`config.mk`:
```
export PLATFORM = sky130hd
export DESIGN_NAME = burst_sram_ctrl_flat
export DESIGN_NICKNAME = d
export VERILOG_FILES = /design/src/rtl/burst_sram_pkg.sv /design/src/rtl/burst_sram_ctrl_if.sv /design/src/rtl/burst_sram_ctrl.sv /design/src/flat_wrapper.sv
export SDC_FILE = /design/constraint.sdc
export NUM_CORES = 1
export LEC_CHECK = 0
export ABC_AREA = 1
export CORE_ASPECT_RATIO = 0.9
export CORE_MARGIN = 3
export CORE_UTILIZATION = 48
export CTS_CLUSTER_DIAMETER = 30
export DETAILED_ROUTE_END_ITERATION = 10
export GPL_TIMING_DRIVEN = 0
export PLACE_DENSITY = 0.84
export SYNTH_ARGS = -nofsm -noshare
export SYNTH_HDL_FRONTEND = slang
export SYNTH_SLANG_ARGS = --single-unit
```
`constraint.sdc`:
```
create_clock -name clk -period 2.6 [get_ports clk]
set_clock_uncertainty 0.05 [all_clocks]
set_input_delay 0.52 -clock clk [delete_from_list [all_inputs] [get_ports clk]]
set_output_delay 0.52 -clock clk [all_outputs]
set_load 0.005 [all_outputs]
```
`src/rtl/burst_sram_pkg.sv`:
```
// Shared types and constants for the burst SRAM controller and its memory.
package burst_sram_pkg;
  localparam int ADDR_W = 4;
  localparam int DATA_W = 8;
  localparam int LEN_W  = 4;

  typedef enum logic [2:0] {
    IDLE  = 3'd0,
    WRITE = 3'd1,
    WCMPL = 3'd2,
    READ  = 3'd3,
    DRAIN = 3'd4
  } state_t;

  // A zero length field encodes the maximum burst of 2^LEN_W beats.
  function automatic logic [LEN_W:0] len_to_beats(input logic [LEN_W-1:0] len);
    return (len == '0) ? {1'b1, {LEN_W{1'b0}}} : {1'b0, len};
  endfunction
endpackage

```
`src/rtl/burst_sram_ctrl_if.sv`:
```
// Host request/write/read streams plus the SRAM command bus of the controller.
interface burst_sram_ctrl_if;
  import burst_sram_pkg::*;

  // Handshakes: a transfer happens on a rising edge where valid and ready are
  // both 1. The host holds req_valid (and its payload) until req_ready is seen;
  // wr_data is consumed only on wr_valid & wr_ready. rd_valid has no ready.
  logic              req_valid;
  logic              req_ready;
  logic              req_we;
  logic [ADDR_W-1:0] req_addr;
  logic [LEN_W-1:0]  req_len;
  logic              wr_valid;
  logic              wr_ready;
  logic [DATA_W-1:0] wr_data;
  logic              rd_valid;
  logic [DATA_W-1:0] rd_data;
  logic              busy;
  logic              done;
  logic              sram_cs;
  logic              sram_we;
  logic [ADDR_W-1:0] sram_addr;
  logic [LEN_W-1:0]  sram_burst_len;
  logic [DATA_W-1:0] sram_wdata;
  logic [DATA_W-1:0] sram_rdata;
  state_t            dbg_state;

  // System side: host streams and the memory's read data.
  modport master (
    output req_valid, req_we, req_addr, req_len, wr_valid, wr_data, sram_rdata,
    input  req_ready, wr_ready, rd_valid, rd_data, busy, done,
    input  sram_cs, sram_we, sram_addr, sram_burst_len, sram_wdata, dbg_state
  );

  // Controller side.
  modport slave (
    input  req_valid, req_we, req_addr, req_len, wr_valid, wr_data, sram_rdata,
    output req_ready, wr_ready, rd_valid, rd_data, busy, done,
    output sram_cs, sram_we, sram_addr, sram_burst_len, sram_wdata, dbg_state
  );
endinterface

```
`src/rtl/burst_sram_ctrl.sv`:
```
// Burst initiator: one host request at a time, issued as per-beat SRAM commands.
module burst_sram_ctrl
  import burst_sram_pkg::*;
(
  input  logic            clk,
  input  logic            rst,
  burst_sram_ctrl_if.slave bus
);
  state_t            state, state_nxt;
  logic [LEN_W:0]    cnt;        // beats still to issue, including the current one
  logic [ADDR_W-1:0] ptr;        // next address to put on the SRAM bus
  logic              rd_valid_q;
  logic              last;

  assign last = (cnt == (LEN_W+1)'(1));

  // State register.
  always_ff @(posedge clk or posedge rst) begin
    if (rst) state <= IDLE;
    else     state <= state_nxt;
  end

  // Next-state logic: writes advance on accepted beats, reads every cycle.
  always_comb begin
    state_nxt = state;
    unique case (state)
      IDLE:    if (bus.req_valid) state_nxt = bus.req_we ? WRITE : READ;
      WRITE:   if (bus.wr_valid && last) state_nxt = WCMPL;
      WCMPL:   state_nxt = IDLE;
      READ:    if (last) state_nxt = DRAIN;
      DRAIN:   state_nxt = IDLE;
      default: state_nxt = IDLE;
    endcase
  end

  // State-decoded host outputs; read data is only shown while it is valid.
  always_comb begin
    bus.req_ready = (state == IDLE);
    bus.busy      = (state != IDLE);
    bus.wr_ready  = (state == WRITE);
    bus.done      = (state == WCMPL) || (state == DRAIN);
    bus.rd_valid  = rd_valid_q;
    bus.rd_data   = rd_valid_q ? bus.sram_rdata : '0;
    bus.dbg_state = state;
  end

  // Beat counter and address pointer; a read's first command leaves at accept,
  // so its pointer starts one past the request address.
  always_ff @(posedge clk or posedge rst) begin
    if (rst) begin
      cnt <= '0;
      ptr <= '0;
    end else begin
      case (state)
        IDLE: if (bus.req_valid) begin
          cnt <= len_to_beats(bus.req_len);
          ptr <= bus.req_we ? bus.req_addr : bus.req_addr + ADDR_W'(1);
        end
        WRITE: if (bus.wr_valid) begin
          cnt <= cnt - (LEN_W+1)'(1);
          ptr <= ptr + ADDR_W'(1);
        end
        READ: if (!last) begin
          cnt <= cnt - (LEN_W+1)'(1);
          ptr <= ptr + ADDR_W'(1);
        end
        default: ;
      endcase
    end
  end

  // Registered SRAM command bus; cs drops unless a command is issued this edge.
  always_ff @(posedge clk or posedge rst) begin
    if (rst) begin
      bus.sram_cs        <= 1'b0;
      bus.sram_we        <= 1'b0;
      bus.sram_addr      <= '0;
      bus.sram_burst_len <= '0;
      bus.sram_wdata     <= '0;
    end else begin
      bus.sram_cs <= 1'b0;
      case (state)
        IDLE: if (bus.req_valid) begin
          bus.sram_burst_len <= bus.req_len;
          if (!bus.req_we) begin
            bus.sram_cs   <= 1'b1;
            bus.sram_we   <= 1'b0;
            bus.sram_addr <= bus.req_addr;
          end
        end
        WRITE: if (bus.wr_valid) begin
          bus.sram_cs    <= 1'b1;
          bus.sram_we    <= 1'b1;
          bus.sram_addr  <= ptr;
          bus.sram_wdata <= bus.wr_data;
        end
        READ: if (!last) begin
          bus.sram_cs   <= 1'b1;
          bus.sram_we   <= 1'b0;
          bus.sram_addr <= ptr;
        end
        default: ;
      endcase
    end
  end

  // Read data returns one cycle after each read command.
  always_ff @(posedge clk or posedge rst) begin
    if (rst) rd_valid_q <= 1'b0;
    else     rd_valid_q <= bus.sram_cs & ~bus.sram_we;
  end
endmodule
```
`src/flat_wrapper.sv`:
```
// flat-port wrapper written by rule: the top's interface ports become plain ports
module burst_sram_ctrl_flat import burst_sram_pkg::*;
  (clk, rst, bus_req_valid, bus_req_we, bus_req_addr, bus_req_len, bus_wr_valid, bus_wr_data, bus_sram_rdata, bus_req_ready, bus_wr_ready, bus_rd_valid, bus_rd_data, bus_busy, bus_done, bus_sram_cs, bus_sram_we, bus_sram_addr, bus_sram_burst_len, bus_sram_wdata, bus_dbg_state);
  burst_sram_ctrl_if bus_i ();
  input  logic clk;
  input  logic rst;
  input wire logic [$bits(bus_i.req_valid)-1:0] bus_req_valid;
  input wire logic [$bits(bus_i.req_we)-1:0] bus_req_we;
  input wire logic [$bits(bus_i.req_addr)-1:0] bus_req_addr;
  input wire logic [$bits(bus_i.req_len)-1:0] bus_req_len;
  input wire logic [$bits(bus_i.wr_valid)-1:0] bus_wr_valid;
  input wire logic [$bits(bus_i.wr_data)-1:0] bus_wr_data;
  input wire logic [$bits(bus_i.sram_rdata)-1:0] bus_sram_rdata;
  output wire logic [$bits(bus_i.req_ready)-1:0] bus_req_ready;
  output wire logic [$bits(bus_i.wr_ready)-1:0] bus_wr_ready;
  output wire logic [$bits(bus_i.rd_valid)-1:0] bus_rd_valid;
  output wire logic [$bits(bus_i.rd_data)-1:0] bus_rd_data;
  output wire logic [$bits(bus_i.busy)-1:0] bus_busy;
  output wire logic [$bits(bus_i.done)-1:0] bus_done;
  output wire logic [$bits(bus_i.sram_cs)-1:0] bus_sram_cs;
  output wire logic [$bits(bus_i.sram_we)-1:0] bus_sram_we;
  output wire logic [$bits(bus_i.sram_addr)-1:0] bus_sram_addr;
  output wire logic [$bits(bus_i.sram_burst_len)-1:0] bus_sram_burst_len;
  output wire logic [$bits(bus_i.sram_wdata)-1:0] bus_sram_wdata;
  output wire logic [$bits(bus_i.dbg_state)-1:0] bus_dbg_state;
  assign bus_i.req_valid = bus_req_valid;
  assign bus_i.req_we = bus_req_we;
  assign bus_i.req_addr = bus_req_addr;
  assign bus_i.req_len = bus_req_len;
  assign bus_i.wr_valid = bus_wr_valid;
  assign bus_i.wr_data = bus_wr_data;
  assign bus_i.sram_rdata = bus_sram_rdata;
  assign bus_req_ready = bus_i.req_ready;
  assign bus_wr_ready = bus_i.wr_ready;
  assign bus_rd_valid = bus_i.rd_valid;
  assign bus_rd_data = bus_i.rd_data;
  assign bus_busy = bus_i.busy;
  assign bus_done = bus_i.done;
  assign bus_sram_cs = bus_i.sram_cs;
  assign bus_sram_we = bus_i.sram_we;
  assign bus_sram_addr = bus_i.sram_addr;
  assign bus_sram_burst_len = bus_i.sram_burst_len;
  assign bus_sram_wdata = bus_i.sram_wdata;
  assign bus_dbg_state = bus_i.dbg_state;
  burst_sram_ctrl u_core (.clk(clk), .rst(rst), .bus(bus_i));
endmodule
```
==> results.py <==
metrics = {
    "route": {
        "vias": 1730,
        "postRouteAntennaNets": 0,
        "drt-total-wl_mm": 3.97,
        "drcViolationCount": 0,
        "vias_per_cell": 4.87,
        "wl_per_cell_um": 11.2,
        "drt-initial-drc-count": 69,
        "dr.pass1.iters": 4,
    },
    "yosys": {
        "ys_seq_elements": 31,
        "synthTopCellsByArea": "dfrtp_1, nand2_1, nand3_1, inv_1, ha_1",
        "yosysMostFrequentCell": "nand2_1",
        "yosys.area.top_type_share_pct": 43.1,
        "syn-num-nets": 275,
        "synth_area_um2": 1800,
        "yosysSeqAreaShare_pct": 43.1,
        "yosys.area.top_type": "dfrtp_1",
        "syn_inst": 242,
        "ys_warn_count": 0,
        "avgSynthCellArea_um2": 7.45,
        "synth_cell_types": 26,
        "synth-main-ff-cell": "dfrtp_1",
        "async_reset_ff_share_pct": 100,
        "synth_edf_count": 0,
        "synth_common_cells": "nand2_1, dfrtp_1, inv_1, nand3_1, nor2_1",
    },
    "place": {
        "port_buffers": 61,
        "placed_area_um2": 2470,
        "gp_congestion": 0.829,
        "dp.cells": 347,
        "dp_slack_ps": 424,
        "place.detailed.hpwl_mm": 3.03,
    },
    "sta": {
        "period_share_pct": 89.3,
        "max-slew-margin-rel_pct": 22.6,
        "drv_slew": 0,
        "hold_viol_final": 0,
        "min_period_ps": 2320,
        "fmax_mhz": 431,
        "worst_pin_slew_ps": 1160,
        "fin_setup_tns_ps": 0,
        "setup-violations-final": 0,
        "finalWorstSetupSlack_ps": 278,
        "rsz0062_at_grt": "no",
    },
    "die": {
        "die-area_um2": 4530,
        "design.core.area_um2": 3480,
        "dieWidth_um": 70.6,
        "die_y_um": 64.1,
        "row_count": 20,
        "io_pins": 63,
        "start_util_pct": 51.8,
    },
    "power_and_ir_drop": {
        "vdd_drop_max_v": 0.000579,
        "combPwrFrac_pct": 55.5,
        "power_frac_seq_pct": 31.9,
        "pwr-share-clk_pct": 12.5,
        "powerDensity_nw_per_um2": 1110,
        "p_sw_uw": 1130,
        "sw_frac_of_total_pct": 40.3,
        "p_int_uw": 1680,
        "p_leak_uw": 0.00130,
    },
    "global_routing": {
        "grt_pass1_vias": 1605,
        "antenna_found_initial": 0,
        "track_usage_pct": 19.2,
        "grt_pass1_wl_mm": 7.02,
        "grt_overflow": 0,
        "grt_max_degree": 32,
    },
    "job": {
        "drv_cap": 0,
    },
    "worst_setup_path": {
        "timing.critical_path.arrival_ps": 1750,
        "crit_start": "u_core.bus.dbg_state[2]",
        "rrSetupSlack_ps": 1110,
        "crit_required_ps": 2030,
        "crit_fanout": 10,
        "end_kind": "primary output",
        "path_class": "register to primary output",
        "worstReg2RegStart": "u_core.cnt[1]",
        "worstSetupStartpointType": "register",
    },
    "clock_tree": {
        "cts-root-buf": "clkbuf_8",
        "clkLatencyLatePin_ps": 280,
        "clock_path_buffers": 2,
        "path_clk_slew_ps": 60,
        "tritoncts": "done",
        "cts_sinks": 31,
        "htreeDepth": 2,
        "cts_resized": 0,
        "ctsHoldBuffers": 0,
        "cts_setup_buffers": 0,
        "cts_buffers": 5,
    },
    "worst_hold_path": {
        "hold_start": "u_core.bus.sram_we",
        "hp-class": "register to register",
    },
    "finish": {
        "stdcell_count": 355,
        "antennaDiodeCount": 0,
        "drive_above_1_share_pct": 9.00,
        "fin_nets": 343,
        "postLayoutCellArea_um2": 2550,
        "area_delta_synth_final_pct": 41.5,
    },
    "status": {
        "status": "finished, final reports clean",
    },
}
## placed cells by master, fill, tap and decap left out
cell             synthesis  final
nand2_1                 94     94
clkdlybuf4s50_1          0     61
dfrtp_1                 31     31
inv_1                   30     30
nand3_1                 25     25
nor2_1                  10     10
o21ai_0                  9      9
o21ai_1                  7      7
inv_2                    5      5
clkbuf_8                 0      5
nor2_4                   4      4
ha_1                     4      4
nand2_4                  3      3
clkbuf_1                 1      3
nand2_2                  2      2
buf_6                    2      2
xnor2_1                  2      2
nor3_1                   2      2
nand4_1                  2      2
buf_2                    1      1
nor2_2                   1      1
a21oi_4                  1      1
nand3b_1                 1      1
nor2_8                   1      1
buf_4                    1      1
a31oi_1                  1      1
nand3_4                  1      1
a21oi_1                  1      1
clkinv_2                 0      1
## metrics by stage
step | power [uW] | hold slack (ps) | utilization [%]
after floorplan | 1820 | 393 | -
after global placement | 2450 | 402 | 70.9
after detailed placement | 2490 | 408 | 70.9
after CTS | 2850 | 419 | 73.3
after global routing | 3100 | 444 | 73.3
final | 2820 | 416 | 73.3
## state kept, by name (all words and copies together), names as in the netlist
register	count
u_core.bus.dbg_state	3
u_core.bus.rd_valid	1
u_core.bus.sram_addr	4
u_core.bus.sram_burst_len	4
u_core.bus.sram_cs	1
u_core.bus.sram_wdata	8
u_core.bus.sram_we	1
u_core.cnt	5
u_core.ptr	4
## path summary, 6_finish.rpt
check	endpoint	depth (start not counted)
max	bus_wr_ready	5
min	u_core.bus.rd_valid	1
max reg2reg	u_core.ptr[3]	10
min reg2reg	u_core.bus.rd_valid	1
max in group asynchronous	u_core.bus.sram_wdata[0]	2
min in group asynchronous	u_core.ptr[0]	2
## routing by layer
layer,vias up,global-route usage (%),routed length [um]
li1,890,-,-
met1,772,23.5,1700
met2,59,31.7,1860
met3,9,5.35,347
met4,0,8.45,65
met5,-,0,0
## final cells by class
type | instances | area [um2]
fill | 281 | 930
multi-input combinational | 171 | 856
sequential | 31 | 776
timing repair buffer | 61 | 611
inverter | 35 | 131
clock buffer | 7 | 76.3
tap | 44 | 55.1
buffer | 5 | 38.8
clock inverter | 1 | 5.00
## worst max-delay path, stage by stage, from the launching register on
cell and delay, ps:
dfrtp_1 480, inv_2 90, nand2_2 80, nor2_4 160
buf_6 160, clkdlybuf4s50_1 510
## cell families (layout without fill, tap and decap cells)
kind of cell    after synthesis  in the layout  share of synthesized area (%)
compound gates               19             19                           5.97
flops                        31             31                           43.1
simple gates                146            146                           37.8
xor+xnor                      2              2                          0.972
buf+inv                      40            109                           9.44
fa+ha+maj                     4              4                           2.78
## power by group through the flow
stage	sequential (uW)	combinational, uW	clock, uW
global route	939	1780	385
global placement	899	1550	0
CTS	898	1590	363
finish	900	1560	353
floorplan	894	928	0
detailed placement	903	1580	0
Note: power is estimated with default switching activity, not from simulation.
